**src/rtl/hazard_ctrl.sv**
```systemverilog
// Pipeline hazard controller: load-use interlock, jump flushes, data-memory wait
// freezing with timeout detection, and stall/flush performance counters.
module hazard_ctrl #(
  parameter int REG_ADDR_WIDTH = 5,
  parameter int CPU_WIDTH      = 32,
  parameter int MEM_TIMEOUT    = 15,
  parameter int CNT_WIDTH      = 16
) (
  input  logic                      clk,
  input  logic                      rst,
  input  logic [REG_ADDR_WIDTH-1:0] id_rs1_addr,
  input  logic [REG_ADDR_WIDTH-1:0] id_rs2_addr,
  input  logic                      id_rs1_used,
  input  logic                      id_rs2_used,
  input  logic                      ex_mem_read,
  input  logic                      ex_reg_write,
  input  logic [REG_ADDR_WIDTH-1:0] ex_wreg_addr,
  input  logic                      jump_flag,
  input  logic                      dmem_req,
  input  logic                      dmem_ready,
  output logic                      pc_stall,
  output logic                      if_id_stall,
  output logic                      id_ex_stall,
  output logic                      ex_mem_stall,
  output logic                      if_id_flush,
  output logic                      id_ex_flush,
  output logic                      ex_mem_flush,
  output logic                      mem_wb_bubble,
  output logic                      mem_err,
  output logic [CNT_WIDTH-1:0]      stall_cnt,
  output logic [CNT_WIDTH-1:0]      flush_cnt
);

  localparam int WAIT_W = (MEM_TIMEOUT < 2) ? 1 : $clog2(MEM_TIMEOUT + 1);
  localparam logic [WAIT_W-1:0]    WAIT_MAX  = WAIT_W'(MEM_TIMEOUT);
  localparam logic [WAIT_W-1:0]    WAIT_ONE  = WAIT_W'(1'b1);
  localparam logic [WAIT_W-1:0]    WAIT_ZERO = {WAIT_W{1'b0}};
  localparam logic [CNT_WIDTH-1:0] CNT_ONE   = {{(CNT_WIDTH-1){1'b0}}, 1'b1};
  localparam logic [CNT_WIDTH-1:0] CNT_SAT   = {CNT_WIDTH{1'b1}};

  // CPU_WIDTH carries no datapath here; this empty guard only documents a sane range.
  if (CPU_WIDTH < 1) begin : g_cpu_width_invalid
  end

  typedef enum logic [1:0] {
    RUN      = 2'd0,
    LU_STALL = 2'd1,
    MEM_WAIT = 2'd2,
    ERROR    = 2'd3
  } state_t;

  state_t                state_r, state_n;
  logic [WAIT_W-1:0]     wait_r, wait_n;
  logic                  mem_err_r, err_set_s;
  logic [CNT_WIDTH-1:0]  stall_cnt_r, flush_cnt_r;
  logic                  freeze_s, jump_s, lu_hazard_s;

  assign freeze_s    = dmem_req & ~dmem_ready;
  assign jump_s      = jump_flag & ~freeze_s;
  assign lu_hazard_s = ex_mem_read & ex_reg_write & (ex_wreg_addr != {REG_ADDR_WIDTH{1'b0}}) &
                       ((id_rs1_used & (id_rs1_addr == ex_wreg_addr)) |
                        (id_rs2_used & (id_rs2_addr == ex_wreg_addr)));

  assign mem_err   = mem_err_r;
  assign stall_cnt = stall_cnt_r;
  assign flush_cnt = flush_cnt_r;

  // Next-state and pipeline control; priority is freeze > jump > load-use.
  always_comb begin
    state_n       = state_r;
    wait_n        = wait_r;
    err_set_s     = 1'b0;
    pc_stall      = 1'b0;
    if_id_stall   = 1'b0;
    id_ex_stall   = 1'b0;
    ex_mem_stall  = 1'b0;
    if_id_flush   = 1'b0;
    id_ex_flush   = 1'b0;
    ex_mem_flush  = 1'b0;
    mem_wb_bubble = 1'b0;
    if (rst) begin
      state_n = RUN;
      wait_n  = WAIT_ZERO;
    end else if (state_r == ERROR) begin
      {pc_stall, if_id_stall, id_ex_stall, ex_mem_stall, mem_wb_bubble} = 5'b11111;
    end else if (freeze_s) begin
      {pc_stall, if_id_stall, id_ex_stall, ex_mem_stall, mem_wb_bubble} = 5'b11111;
      if (state_r != MEM_WAIT) begin
        state_n = MEM_WAIT;
        wait_n  = WAIT_ONE;
      end else if (wait_r == WAIT_MAX) begin
        state_n   = ERROR;
        err_set_s = 1'b1;
      end else begin
        wait_n = wait_r + WAIT_ONE;
      end
    end else begin
      wait_n = WAIT_ZERO;
      if (jump_s) begin
        {if_id_flush, id_ex_flush, ex_mem_flush} = 3'b111;
        state_n = RUN;
      end else if (lu_hazard_s && (state_r != LU_STALL)) begin
        // The one-cycle interlock bubble is never re-armed from LU_STALL itself.
        pc_stall    = 1'b1;
        if_id_stall = 1'b1;
        id_ex_flush = 1'b1;
        state_n     = LU_STALL;
      end else begin
        state_n = RUN;
      end
    end
  end

  // State, wait counter, sticky error and saturating performance counters.
  always_ff @(posedge clk) begin
    if (rst) begin
      state_r     <= RUN;
      wait_r      <= WAIT_ZERO;
      mem_err_r   <= 1'b0;
      stall_cnt_r <= {CNT_WIDTH{1'b0}};
      flush_cnt_r <= {CNT_WIDTH{1'b0}};
    end else begin
      state_r   <= state_n;
      wait_r    <= wait_n;
      mem_err_r <= mem_err_r | err_set_s;
      if (pc_stall && (stall_cnt_r != CNT_SAT)) begin
        stall_cnt_r <= stall_cnt_r + CNT_ONE;
      end
      if (if_id_flush && (flush_cnt_r != CNT_SAT)) begin
        flush_cnt_r <= flush_cnt_r + CNT_ONE;
      end
    end
  end

endmodule

```
**config.mk**
```make
export PLATFORM = sky130hd
export DESIGN_NAME = hazard_ctrl
export DESIGN_NICKNAME = d
export VERILOG_FILES = /design/src/rtl/hazard_ctrl.sv
export SDC_FILE = /design/constraint.sdc
export NUM_CORES = 1
export LEC_CHECK = 0
export BUFFER_PORTS_ARGS = -buffer_cell sky130_fd_sc_hd__buf_2
export CAP_MARGIN = 20
export CORE_ASPECT_RATIO = 0.75
export CORE_MARGIN = 2
export CORE_UTILIZATION = 31
export DETAILED_ROUTE_END_ITERATION = 16
export PLACE_DENSITY = 0.56
export SLEW_MARGIN = 20
export SYNTH_ARGS = -nofsm -noshare
export SYNTH_HDL_FRONTEND = slang
export SYNTH_SLANG_ARGS = --single-unit
```
**constraint.sdc**
```tcl
create_clock -name clk -period 4.2 [get_ports clk]
set_input_delay 0 -clock clk [delete_from_list [all_inputs] [get_ports clk]]
set_output_delay 0 -clock clk [all_outputs]
set_load 0.005 [all_outputs]
```
==> impl_results.md <==
- Antenna cell count: 0
- Largest family of logic cells by synthesized area: simple AND/OR/NAND/NOR gates
- First DRT Iteration DRCs: 130
- Total Die Area: 7496 um^2
- DR vias/cell: 5.250
- #FFs+latches synth: 39
- Status: finished, final reports clean
- Startpoint types: flip-flop
- # clock sinks: 39
- FILL cells: 700
- Syn Nets: 276
- Starting density of the core: 31.52%
- Share of layout cells above drive strength 1: 26.30%
- Dominant cells by area after synthesis: dfxtp_1 (37%), a21oi_1 (6.2%), xor2_1 (5.8%), or3_1 (4.1%), nor2_1 (4.1%)
- GRT Resource Usage Total: 12.96%
- Synth Cell Area: 2112 um^2
- Multiplexer share of the synthesized area: 2.133%
- Worst setup EP type: flip-flop
- Setup Viol. Count Final: 0
- Worst hold path class: input pin to flip-flop
- Avg Cell Area, Syn: 8.482 um^2
- Lkg Pwr: 1.022 nW
- Crit path cell chain: ha_1, nand3_1, nor2_1, nand4_1, nand4_1, or3_1, a21oi_1
- Setup slack, reg-to-reg: 2.08 ns
- Placed Area: 2426 um^2
- Adder-Cell Fraction of Synth Area: 1.777%
- Core box area: 6701 um^2
- Synth Flop Type: dfxtp_1
- CTS Hold Bufs: 0
- Post-synthesis xor/xnor area fraction: 7.879%
- Post-synth cell types: 47
- Slew margin rel.: 45.96%
- Final WL: 5108 um
- GPL Wtd Cong: 0.7559
- Gr ovfl total: 0
- Simple-gate area share of the yosys netlist: 30.15%
- CP max stage cell: nor2_1
- Total CTS buffers: 5
- Clock skew: 0.005774 ns
- Most frequent cells in the layout: buf_2 (64), dfxtp_1 (39), a21oi_1 (26)
- Final Hold Viols: 0
- Fin crit period: 2.118 ns
- Synth top area share: 36.97%
- Async set or reset register ratio after synthesis: 0%
- Row count: 26
- CP most frequent cell: nand4_1
- CP Data Required Time: 4.33 ns
- Clk slew on worst S/H paths: 0.07 ns
- Die Span Y: 75.48 um
- CP Max Fanout: 8
- Number of H-tree levels: 2
- Max Cap Violations: 0
- P&R area growth vs syn: 19.61%
- Setup bufs post-CTS: 0
- Final instance area: 2526 um^2
- Max stage delay on crit path: 0.45 ns
- Commonest non-fill, non-tap cell in the layout: buf_2
- Peak supply drop: 0.00009831 V
- Final #Nets: 334
- Number of synthesized flops with an enable pin: 0
- Synth warn: 0
- CTS root buffer: clkbuf_8
- Post-CTS sizing: 0
- Vias in the first global route: 1735
- Cells after synthesis: 249
- Synth Area in Compound Gates: 14.75%
- RSZ-0062 raised after global routing: no
- CP Class: flip-flop to flip-flop
- Residual DRC: 0
- DR pass1 iterations: 4
- # port buffers: 64
- Pwr dens: 279.5 nW/um^2
- Final setup TNS: 0 ns
- Chip width: 99.31 um
- WL/cell: 13.03 um
- Final Slew Violations: 0
- I/O pin total: 65
- FMAX: 0.4720 GHz
- Antenna-violating nets left: 0
- Initial antenna violation count: 0
- Skew-Pair Late Insertion Delay: 0.28 ns
- First-pass GRT wire length: 7969 um
- CP top delay family: simple AND/OR/NAND/NOR gates
- Post-DP HPWL: 3608 um
- Crit path buf inv count: 0
- CTS max path bufs: 2
- Sequential area share after synthesis: 36.97%
- Worst slew pin tran: 0.8106 ns
- Largest net degree at the start of global routing: 45
- Arrival @ worst endpoint: 2.25 ns
- Final period utilization: 50.44%
- CTS tree: built
- Smallest hold slack: 0.06280 ns
- Yosys top cell by area: dfxtp_1
- Routed via count: 2058
[report_power, final]
group	internal (mW)	switching (mW)	total [mW]
Clock	0.150	0.127	0.277
Sequential	0.372	0.00306	0.375
Combinational	0.0235	0.0300	0.0535
Total	0.546	0.160	0.706
[area by class of cell]
cell class                      count  area, um^2  share of cell area, %
Clock buffer                        8       100.1                  3.962
Inverter                            6       22.52                 0.8915
Multi-Input combinational cell    191        1197                  47.40
Sequential cell                    39       780.7                  30.91
Tap cell                           84       105.1                  4.160
Timing Repair Buffer               64       320.3                  12.68
[cell families (layout without fill, tap and decap cells)]
kind of cell             after synthesis  in the layout
AO/OA/AOI/OAI                         54             54
XOR/XNOR                              19             19
adder cells (fa/ha/maj)                3              3
buffers and inverters                 19             78
flip-flops                            39             39
multiplexers                           4              4
AND/OR/NAND/NOR                      111            111
[per-stage QoR]
step / worst slack, ns / utilization (%) / instances / power (mW)
after floorplan: 2.306 / - / 249 / 0.4172
after CTS: 2.067 / 37.70 / 392 / 0.7135
final: 2.082 / 37.70 / 392 / 0.7060
after global placement: 2.130 / 36.20 / 384 / 0.4367
after global routing: 1.824 / 37.70 / 392 / 0.7388
after detailed placement: 2.080 / 36.20 / 384 / 0.4378
[flip-flops by register name, summed over array words and instances (netlist names)]
signal,count
flush_cnt,16
stall_cnt,16
wait_r,4
state_r,2
mem_err,1
[path summary, 6_finish.rpt]
kind                start      endpoint  cells after the start
max          stall_cnt[0]  stall_cnt[9]                      7
min             jump_flag    state_r[0]                      3
max reg2reg  stall_cnt[0]  stall_cnt[9]                      7
min reg2reg       mem_err       mem_err                      2
[per-layer routing]
metal  global-route usage, %  share of wire (%)  vias up
li1                        -                  -     1023
met1                   18.11                 52      971
met2                   20.35                 43       60
met3                   3.028                5.2        4
met4                   3.501               0.53        0
met5                       0                  0        -
[synth_stat cells (3+ instances only)]
cell,number
ha_1,3
a21oi_1,26
buf_4,5
and4_1,5
or4_1,3
xnor2_1,5
xor2_1,14
nand3_1,16
inv_1,5
dfxtp_1,39
mux2i_1,3
nor2_1,23
nor3_1,5
o21ai_0,17
nand4_1,11
nand2_1,13
nand2b_1,4
buf_6,3
or3_1,14
[worst min-delay path: stages]
cell	delay [ns]
buf_2	0.11
nand3b_1	0.12
a21oi_1	0.06
(Power assumes the default switching activity.)
